==> src/rtl/adc_delay_cal_if.sv <==
// Capture-path calibration bundle: ADC sample stream in, IDELAY control and status out.
// slave = calibration sequencer, master = capture/register environment that drives it.
interface adc_delay_cal_if #(
    parameter int TAP_W  = 5,
    parameter int DATA_W = 14
);
    logic              cal_start;
    logic [DATA_W-1:0] adc_data;
    logic              adc_data_vld;
    logic              delay_rst;
    logic              tap_load;
    logic [TAP_W-1:0]  tap_value;
    logic              data_valid_en;
    logic              cal_busy;
    logic              cal_done;
    logic              cal_fail;
    logic [TAP_W-1:0]  eye_start;
    logic [TAP_W:0]    eye_width;

    modport master (
        output cal_start, adc_data, adc_data_vld,
        input  delay_rst, tap_load, tap_value, data_valid_en,
               cal_busy, cal_done, cal_fail, eye_start, eye_width
    );

    modport slave (
        input  cal_start, adc_data, adc_data_vld,
        output delay_rst, tap_load, tap_value, data_valid_en,
               cal_busy, cal_done, cal_fail, eye_start, eye_width
    );
endinterface

==> src/rtl/adc_delay_cal.sv <==
// IDELAY sweep/centre sequencer: per tap 1 load + SETTLE + window check + 1 eval; status 1 cycle after final load.
// No backpressure: adc_data_vld gaps only stretch the window, bounded by TIMEOUT_CYCLES per tap.
module adc_delay_cal #(
    parameter int                TAP_W          = 5,
    parameter int                DATA_W         = 14,
    parameter logic [DATA_W-1:0] PATTERN_A      = 14'h2AAA,
    parameter int                RST_CYCLES     = 8,
    parameter int                SETTLE_CYCLES  = 16,
    parameter int                WIN_SAMPLES    = 256,
    parameter int                TIMEOUT_CYCLES = 1024,
    parameter int                MIN_EYE        = 3
) (
    input  logic            s_axi_aclk,
    input  logic            s_axi_aresetn,
    adc_delay_cal_if.slave  cal
);
    typedef enum logic [3:0] {
        S_IDLE, S_RST, S_LOAD, S_SETTLE, S_CHECK, S_EVAL, S_CENTER, S_DONE, S_FAIL
    } state_t;

    localparam int CNT_W = $clog2(TIMEOUT_CYCLES + RST_CYCLES + SETTLE_CYCLES + 1);
    localparam int SMP_W = $clog2(WIN_SAMPLES + 1);
    localparam logic [CNT_W-1:0] CNT_ONE     = CNT_W'(1);
    localparam logic [CNT_W-1:0] RST_LAST    = CNT_W'(RST_CYCLES - 1);
    localparam logic [CNT_W-1:0] SETTLE_LAST = CNT_W'(SETTLE_CYCLES - 1);
    localparam logic [CNT_W-1:0] TMO_LAST    = CNT_W'(TIMEOUT_CYCLES - 1);
    localparam logic [SMP_W-1:0] SMP_ONE     = SMP_W'(1);
    localparam logic [SMP_W-1:0] WIN_LAST    = SMP_W'(WIN_SAMPLES - 1);
    localparam logic [TAP_W:0]   LEN_ONE     = (TAP_W+1)'(1);
    localparam logic [TAP_W:0]   MIN_LEN     = (TAP_W+1)'(MIN_EYE);
    localparam logic [TAP_W-1:0] TAP_ONE     = TAP_W'(1);
    localparam logic [TAP_W-1:0] TAP_LAST    = '1;

    state_t            state, state_nxt;
    logic [CNT_W-1:0]  cnt;
    logic [SMP_W-1:0]  smp_cnt;
    logic [DATA_W-1:0] prev_dat;
    logic              prev_vld, tap_bad;
    logic [TAP_W-1:0]  tap, tap_hold, run_start, best_start, eye_start_q;
    logic [TAP_W:0]    run_len, best_len, eye_width_q;
    logic              busy, done, fail, dven;

    logic              smp_ok, win_end, tmo, eye_ok;
    logic [TAP_W-1:0]  center_tap, run_start_nxt;
    logic [TAP_W:0]    run_len_nxt;

    always_comb begin
        smp_ok  = (cal.adc_data == PATTERN_A || cal.adc_data == ~PATTERN_A)
                  && (!prev_vld || cal.adc_data == ~prev_dat);
        win_end = cal.adc_data_vld && (smp_cnt == WIN_LAST);
        tmo     = (cnt == TMO_LAST);
        eye_ok  = (best_len >= MIN_LEN);
        // Sum is formed one bit wider, but an eye never extends past the last tap so the centre fits.
        center_tap = eye_ok ? TAP_W'({1'b0, best_start} + ((best_len - LEN_ONE) >> 1)) : '0;
        if (tap_bad) begin
            run_len_nxt   = '0;
            run_start_nxt = run_start;
        end else begin
            run_len_nxt   = run_len + LEN_ONE;
            run_start_nxt = (run_len == '0) ? tap : run_start;
        end
    end

    always_ff @(posedge s_axi_aclk or negedge s_axi_aresetn) begin
        if (!s_axi_aresetn) state <= S_IDLE;
        else                state <= state_nxt;
    end

    always_comb begin
        state_nxt = state;
        unique case (state)
            S_IDLE:   if (cal.cal_start)     state_nxt = S_RST;
            S_RST:    if (cnt == RST_LAST)    state_nxt = S_LOAD;
            S_LOAD:                           state_nxt = S_SETTLE;
            S_SETTLE: if (cnt == SETTLE_LAST) state_nxt = S_CHECK;
            S_CHECK:  if (win_end || tmo)     state_nxt = S_EVAL;
            S_EVAL:   state_nxt = (tap == TAP_LAST) ? S_CENTER : S_LOAD;
            S_CENTER: state_nxt = eye_ok ? S_DONE : S_FAIL;
            S_DONE:   state_nxt = S_IDLE;
            S_FAIL:   state_nxt = S_IDLE;
            default:  state_nxt = S_IDLE;
        endcase
    end

    always_comb begin
        cal.delay_rst = (state == S_RST);
        cal.tap_load  = (state == S_LOAD) || (state == S_CENTER);
        cal.tap_value = tap_hold;
        if (state == S_LOAD)        cal.tap_value = tap;
        else if (state == S_CENTER) cal.tap_value = center_tap;
    end

    assign cal.cal_busy      = busy;
    assign cal.cal_done      = done;
    assign cal.cal_fail      = fail;
    assign cal.data_valid_en = dven;
    assign cal.eye_start     = eye_start_q;
    assign cal.eye_width     = eye_width_q;

    always_ff @(posedge s_axi_aclk or negedge s_axi_aresetn) begin
        if (!s_axi_aresetn) begin
            cnt         <= '0;
            smp_cnt     <= '0;
            prev_dat    <= '0;
            prev_vld    <= 1'b0;
            tap_bad     <= 1'b0;
            tap         <= '0;
            tap_hold    <= '0;
            run_start   <= '0;
            run_len     <= '0;
            best_start  <= '0;
            best_len    <= '0;
            eye_start_q <= '0;
            eye_width_q <= '0;
            busy        <= 1'b0;
            done        <= 1'b0;
            fail        <= 1'b0;
            dven        <= 1'b0;
        end else begin
            cnt <= (state_nxt != state || state == S_IDLE) ? '0 : cnt + CNT_ONE;
            unique case (state)
                S_IDLE: if (cal.cal_start) begin
                    busy       <= 1'b1;
                    done       <= 1'b0;
                    fail       <= 1'b0;
                    dven       <= 1'b0;
                    tap        <= '0;
                    run_start  <= '0;
                    run_len    <= '0;
                    best_start <= '0;
                    best_len   <= '0;
                end
                S_LOAD: tap_hold <= tap;
                S_SETTLE: begin
                    smp_cnt  <= '0;
                    prev_vld <= 1'b0;
                    tap_bad  <= 1'b0;
                end
                S_CHECK: begin
                    // The alternation reference survives vld gaps; only the window start clears it.
                    if (cal.adc_data_vld) begin
                        smp_cnt  <= smp_cnt + SMP_ONE;
                        prev_dat <= cal.adc_data;
                        prev_vld <= 1'b1;
                        if (!smp_ok) tap_bad <= 1'b1;
                    end
                    if (tmo && !win_end) tap_bad <= 1'b1;
                end
                S_EVAL: begin
                    run_len   <= run_len_nxt;
                    run_start <= run_start_nxt;
                    if (run_len_nxt > best_len) begin
                        best_len   <= run_len_nxt;
                        best_start <= run_start_nxt;
                    end
                    if (tap != TAP_LAST) tap <= tap + TAP_ONE;
                end
                S_CENTER: begin
                    tap_hold    <= center_tap;
                    busy        <= 1'b0;
                    done        <= eye_ok;
                    fail        <= !eye_ok;
                    dven        <= eye_ok;
                    eye_start_q <= best_start;
                    eye_width_q <= best_len;
                end
                default: ;
            endcase
        end
    end
endmodule

==> src/flat_wrapper.sv <==
// flat-port wrapper written by rule: the top's interface ports become plain ports
module adc_delay_cal_flat 
#(
    parameter int                TAP_W          = 5,
    parameter int                DATA_W         = 14,
    parameter logic [DATA_W-1:0] PATTERN_A      = 14'h2AAA,
    parameter int                RST_CYCLES     = 8,
    parameter int                SETTLE_CYCLES  = 16,
    parameter int                WIN_SAMPLES    = 256,
    parameter int                TIMEOUT_CYCLES = 1024,
    parameter int                MIN_EYE        = 3
)
  (s_axi_aclk, s_axi_aresetn, cal_cal_start, cal_adc_data, cal_adc_data_vld, cal_delay_rst, cal_tap_load, cal_tap_value, cal_data_valid_en, cal_cal_busy, cal_cal_done, cal_cal_fail, cal_eye_start, cal_eye_width);
  adc_delay_cal_if #(.TAP_W(TAP_W), .DATA_W(DATA_W)) cal_i ();
  input  logic s_axi_aclk;
  input  logic s_axi_aresetn;
  input wire logic [$bits(cal_i.cal_start)-1:0] cal_cal_start;
  input wire logic [$bits(cal_i.adc_data)-1:0] cal_adc_data;
  input wire logic [$bits(cal_i.adc_data_vld)-1:0] cal_adc_data_vld;
  output wire logic [$bits(cal_i.delay_rst)-1:0] cal_delay_rst;
  output wire logic [$bits(cal_i.tap_load)-1:0] cal_tap_load;
  output wire logic [$bits(cal_i.tap_value)-1:0] cal_tap_value;
  output wire logic [$bits(cal_i.data_valid_en)-1:0] cal_data_valid_en;
  output wire logic [$bits(cal_i.cal_busy)-1:0] cal_cal_busy;
  output wire logic [$bits(cal_i.cal_done)-1:0] cal_cal_done;
  output wire logic [$bits(cal_i.cal_fail)-1:0] cal_cal_fail;
  output wire logic [$bits(cal_i.eye_start)-1:0] cal_eye_start;
  output wire logic [$bits(cal_i.eye_width)-1:0] cal_eye_width;
  assign cal_i.cal_start = cal_cal_start;
  assign cal_i.adc_data = cal_adc_data;
  assign cal_i.adc_data_vld = cal_adc_data_vld;
  assign cal_delay_rst = cal_i.delay_rst;
  assign cal_tap_load = cal_i.tap_load;
  assign cal_tap_value = cal_i.tap_value;
  assign cal_data_valid_en = cal_i.data_valid_en;
  assign cal_cal_busy = cal_i.cal_busy;
  assign cal_cal_done = cal_i.cal_done;
  assign cal_cal_fail = cal_i.cal_fail;
  assign cal_eye_start = cal_i.eye_start;
  assign cal_eye_width = cal_i.eye_width;
  adc_delay_cal #(.TAP_W(TAP_W), .DATA_W(DATA_W), .PATTERN_A(PATTERN_A), .RST_CYCLES(RST_CYCLES), .SETTLE_CYCLES(SETTLE_CYCLES), .WIN_SAMPLES(WIN_SAMPLES), .TIMEOUT_CYCLES(TIMEOUT_CYCLES), .MIN_EYE(MIN_EYE)) u_core (.s_axi_aclk(s_axi_aclk), .s_axi_aresetn(s_axi_aresetn), .cal(cal_i));
endmodule
==> config.mk <==
export PLATFORM = sky130hd
export DESIGN_NAME = adc_delay_cal_flat
export DESIGN_NICKNAME = d
export VERILOG_FILES = /design/src/rtl/adc_delay_cal_if.sv /design/src/rtl/adc_delay_cal.sv /design/src/flat_wrapper.sv
export SDC_FILE = /design/constraint.sdc
export NUM_CORES = 1
export LEC_CHECK = 0
export ABC_AREA = 1
export CAP_MARGIN = 0
export CORE_ASPECT_RATIO = 0.7
export CORE_MARGIN = 5
export CORE_UTILIZATION = 30
export DETAILED_ROUTE_END_ITERATION = 10
export PLACE_DENSITY_LB_ADDON = 0.3
export SYNTH_ARGS = -nofsm -noshare
export SYNTH_HDL_FRONTEND = slang
export SYNTH_SLANG_ARGS = --single-unit
==> constraint.sdc <==
create_clock -name s_axi_aclk -period 2 [get_ports s_axi_aclk]
set_input_delay 0.2 -clock s_axi_aclk [delete_from_list [all_inputs] [get_ports s_axi_aclk]]
set_output_delay 0.2 -clock s_axi_aclk [all_outputs]
set_load 0.01 [all_outputs]
==> impl_metrics.tcl <==
set metrics [dict create \
    dp_slack_ps -530.9 \
    fin_util_pct 43.39 \
    postSynthAreaPerCell_sq_um 7.966 \
    antenna_found_initial 0 \
    worstReg2RegStart "u_core.best_len[0]" \
    clkTransAtPathRegs_ps 70 \
    initial_core_util_pct 30.53 \
    core_sq_um 15500 \
    rows 38 \
    synthFlopType "dfrtp_1" \
    root_buffer "clkbuf_16" \
    critPathLaunch "u_core.best_len[2]" \
    portBuffers 39 \
    path_class "reg2out" \
    htreeDepth 3 \
    cts.path.max_buffers 2 \
    max_freq_ghz 0.3962 \
    required_ps 1800 \
    startpoint_type "register" \
    syn-instance-count 594 \
    drive_gt1_share_pct 29.55 \
    fin_setup_tns_ps -6836 \
    max_cap_viol_count 0 \
    die_y_um 115.1 \
    yosys_register_bits 86 \
    worstMarginPinSlew_ps 679.1 \
    min_period_over_period_pct 126.2 \
    grt_overflow 0 \
    dieArea_sq_um 18430 \
    endpoint "cal_tap_value[4]" \
    firstDrtPassIters 5 \
    cts_tree "built" \
    diodes 0 \
    rsz0062_at_grt "true" \
    power_mw 4.257 \
    clk_latency_ps 350 \
    p_per_area_nw_per_um2 633.0 \
    clock_sinks 86 \
    drtIter0Drc 218 \
    areaGrowthSynthToFinish_pct 42.12 \
    fin_ws_ps -524.1 \
    io_pins 40 \
    async_reset_ff_share_pct 100.0 \
    slew_viol_final 0 \
    ys_types 38 \
    r2r_setup_slack_ps -480 \
    antenna_left 0 \
    r2r-end "u_core.cal.eye_width[0]" \
    grt_pass1_wl_um 21710 \
    synth_edf_count 0 \
    min_path_type "in2async" \
    hold_violations 0 \
    vdd_ir_drop_max_v 0.0004511 \
    p_leak_nw 3.299 \
    cp.arrival_ps 2320 \
    wl_per_cell_um 14.40 \
    routed_wl_um 13400 \
    max_slew_margin_pct 54.73 \
    layout.nets 764 \
    critPathCaptureType "output port" \
    dieWidth_um 160.1 \
    dp_hpwl_um 9266 \
    crit_path_max_fanout 4 \
    setup_viol 30 \
    grt_max_degree 49 \
    outcome "finished with violations" \
    clock_skew_ps 9.807 \
    ys_seq_area_share_pct 45.48 \
    numCtsBuffers 9 \
    gp_congestion 0.9280 \
    grt_usage_pct 14.72 \
    num_vias 4354 \
    r2r_cells 18 \
    netlist_area_sq_um 4732 \
    synth_nets 632 \
    grt_pass1_vias 4337 \
    post-route-min-period_ps 2524 \
    violations "setup timing" \
    remaining_drc_errors 0 \
    vias_per_cell 4.677 \
    yosys_warnings 0 \
]
[cell type report]
type / count / area, sq um
flip-flops and latches: 86 / 2156
clock buffers: 11 / 242.7
fillers: 1522 / 8775
well taps: 200 / 250.2
multi-input cells: 417 / 2512
repair buffers: 131 / 1131
inverters: 81 / 304.0
clock inverters: 5 / 128.9
[layer usage]
| layer | wire length [um] | track usage [%] | part of all wire, % |
|---|---|---|---|
| met3 | 552 | 3.511 | 4.1 |
| met5 | 0 | 0 | 0 |
| met2 | 5962 | 22.79 | 44 |
| met1 | 6671 | 20.60 | 50 |
| met4 | 216 | 4.527 | 1.6 |
[worst max-delay path, cell delays in order, from the launching register on]
cell and delay [ps]:
dfrtp_1 430, buf_6 170, nor2_4 110, nand2_2 60, xor2_1 150, ha_1 330
a21oi_2 150, o21ai_2 80, xnor2_2 150, o21bai_1 180, buf_2 160
[registers in the layout, indices dropped and copies added, names as in the netlist]
signal and cells:
u_core.cal.eye_start 5, u_core.run_start 5, u_core.best_start 5, u_core.cal.eye_width 6, u_core.cal.cal_fail 1, u_core.tap_hold 5, u_core.best_len 6, u_core.prev_vld 1
u_core.run_len 6, u_core.cal.cal_done 1, u_core.cnt 11, u_core.state 4, u_core.cal.cal_busy 1, u_core.tap_bad 1, u_core.tap 5, u_core.smp_cnt 9
u_core.prev_dat 14
[placed cells by master, fill, tap and decap left out, types with 3 or more instances in the layout]
cell type	n
dfrtp_2	3
ha_1	14
inv_1	69
o21ai_1	9
xnor2_1	5
nand4_1	12
o21ai_0	46
a21oi_1	15
o22ai_1	4
buf_2	5
nor3_1	5
o221ai_1	3
dfrtp_1	83
o211ai_1	6
clkdlybuf4s50_1	32
nand2_2	22
xor2_1	9
o21ai_2	8
nor2_1	34
buf_4	75
nand2_4	7
nand2_1	139
inv_2	12
nand3_1	18
ha_4	3
clkbuf_16	9
buf_6	15
nand3_2	7
nor2_4	8
bufinv_16	4
nor2_2	16
[where the power goes]
| part | total [mW] | internal, mW | switching, mW | leakage [nW] |
|---|---|---|---|---|
| Combinational | 0.317 | 0.144 | 0.173 | 2.09 |
| Clock | 2.09 | 1.39 | 0.706 | 0.180 |
| Sequential | 1.85 | 1.80 | 0.0483 | 1.03 |
[stage by stage]
step                      hold WS [ps]  std cells  instance area [sq um]
after floorplan                 -95.59        594                   4737
after global placement           280.7        877                   5734
after detailed placement         277.4        877                   5734
after CTS                        445.2        926                   6545
after global routing             487.8        931                   6725
final                            438.4        931                   6725
[worst min path at each step]
stage                  start                  to  slack (ps)  cells past startpoint
6_report       s_axi_aresetn       u_core.cnt[3]         440                      2
2_1_floorplan  s_axi_aresetn  u_core.best_len[0]        -100                      0
3_3_place_gp   s_axi_aresetn       u_core.cnt[3]         280                      1
5_1_grt        u_core.cnt[0]       u_core.cnt[0]         490                      1
4_1_cts        s_axi_aresetn   u_core.smp_cnt[8]         450                      2
3_5_place_dp   s_axi_aresetn       u_core.cnt[3]         280                      1
[synthesized netlist by cell type, types with 4 or more instances]
| master | instances | area share, % |
|---|---|---|
| nand2_1 | 160 | 13 |
| dfrtp_1 | 86 | 45 |
| inv_1 | 75 | 5.9 |
| o21ai_0 | 61 | 6.5 |
| nor2_1 | 42 | 3.3 |
| nand3_1 | 22 | 2.3 |
| ha_1 | 19 | 5.0 |
| a21oi_1 | 17 | 1.8 |
| nor2_2 | 14 | 1.9 |
| nand4_1 | 12 | 1.6 |
| xor2_1 | 10 | 1.9 |
| nor3_1 | 7 | 0.74 |
| xnor2_1 | 7 | 1.3 |
| inv_2 | 6 | 0.48 |
| nand2_2 | 6 | 0.79 |
| o211ai_1 | 6 | 0.95 |
| clkbuf_1 | 5 | 0.40 |
| nand3_2 | 4 | 0.85 |
| o221ai_1 | 4 | 0.74 |
| o22ai_1 | 4 | 0.53 |
[cell families after synthesis]
logic type,synth area share (%)
AO/OA/AOI/OAI,11.92
buffers and inverters,7.774
flip-flops,45.48
AND/OR/NAND/NOR,26.23
adder cells (fa/ha/maj),5.447
XOR/XNOR,3.146
[timing repair]
| action | in CTS | in global routing |
|---|---|---|
| hold buffers | 1 | 0 |
| resized for setup | 96 | 38 |
| setup buffers | 29 | 6 |
| endpoints found under the hold margin | 46 | 0 |
| pin swaps | 29 | 24 |
| setup endpoints to repair | 29 | 32 |
| cloned | 3 | 0 |
No activity file was read; power rests on OpenSTA's default activity.
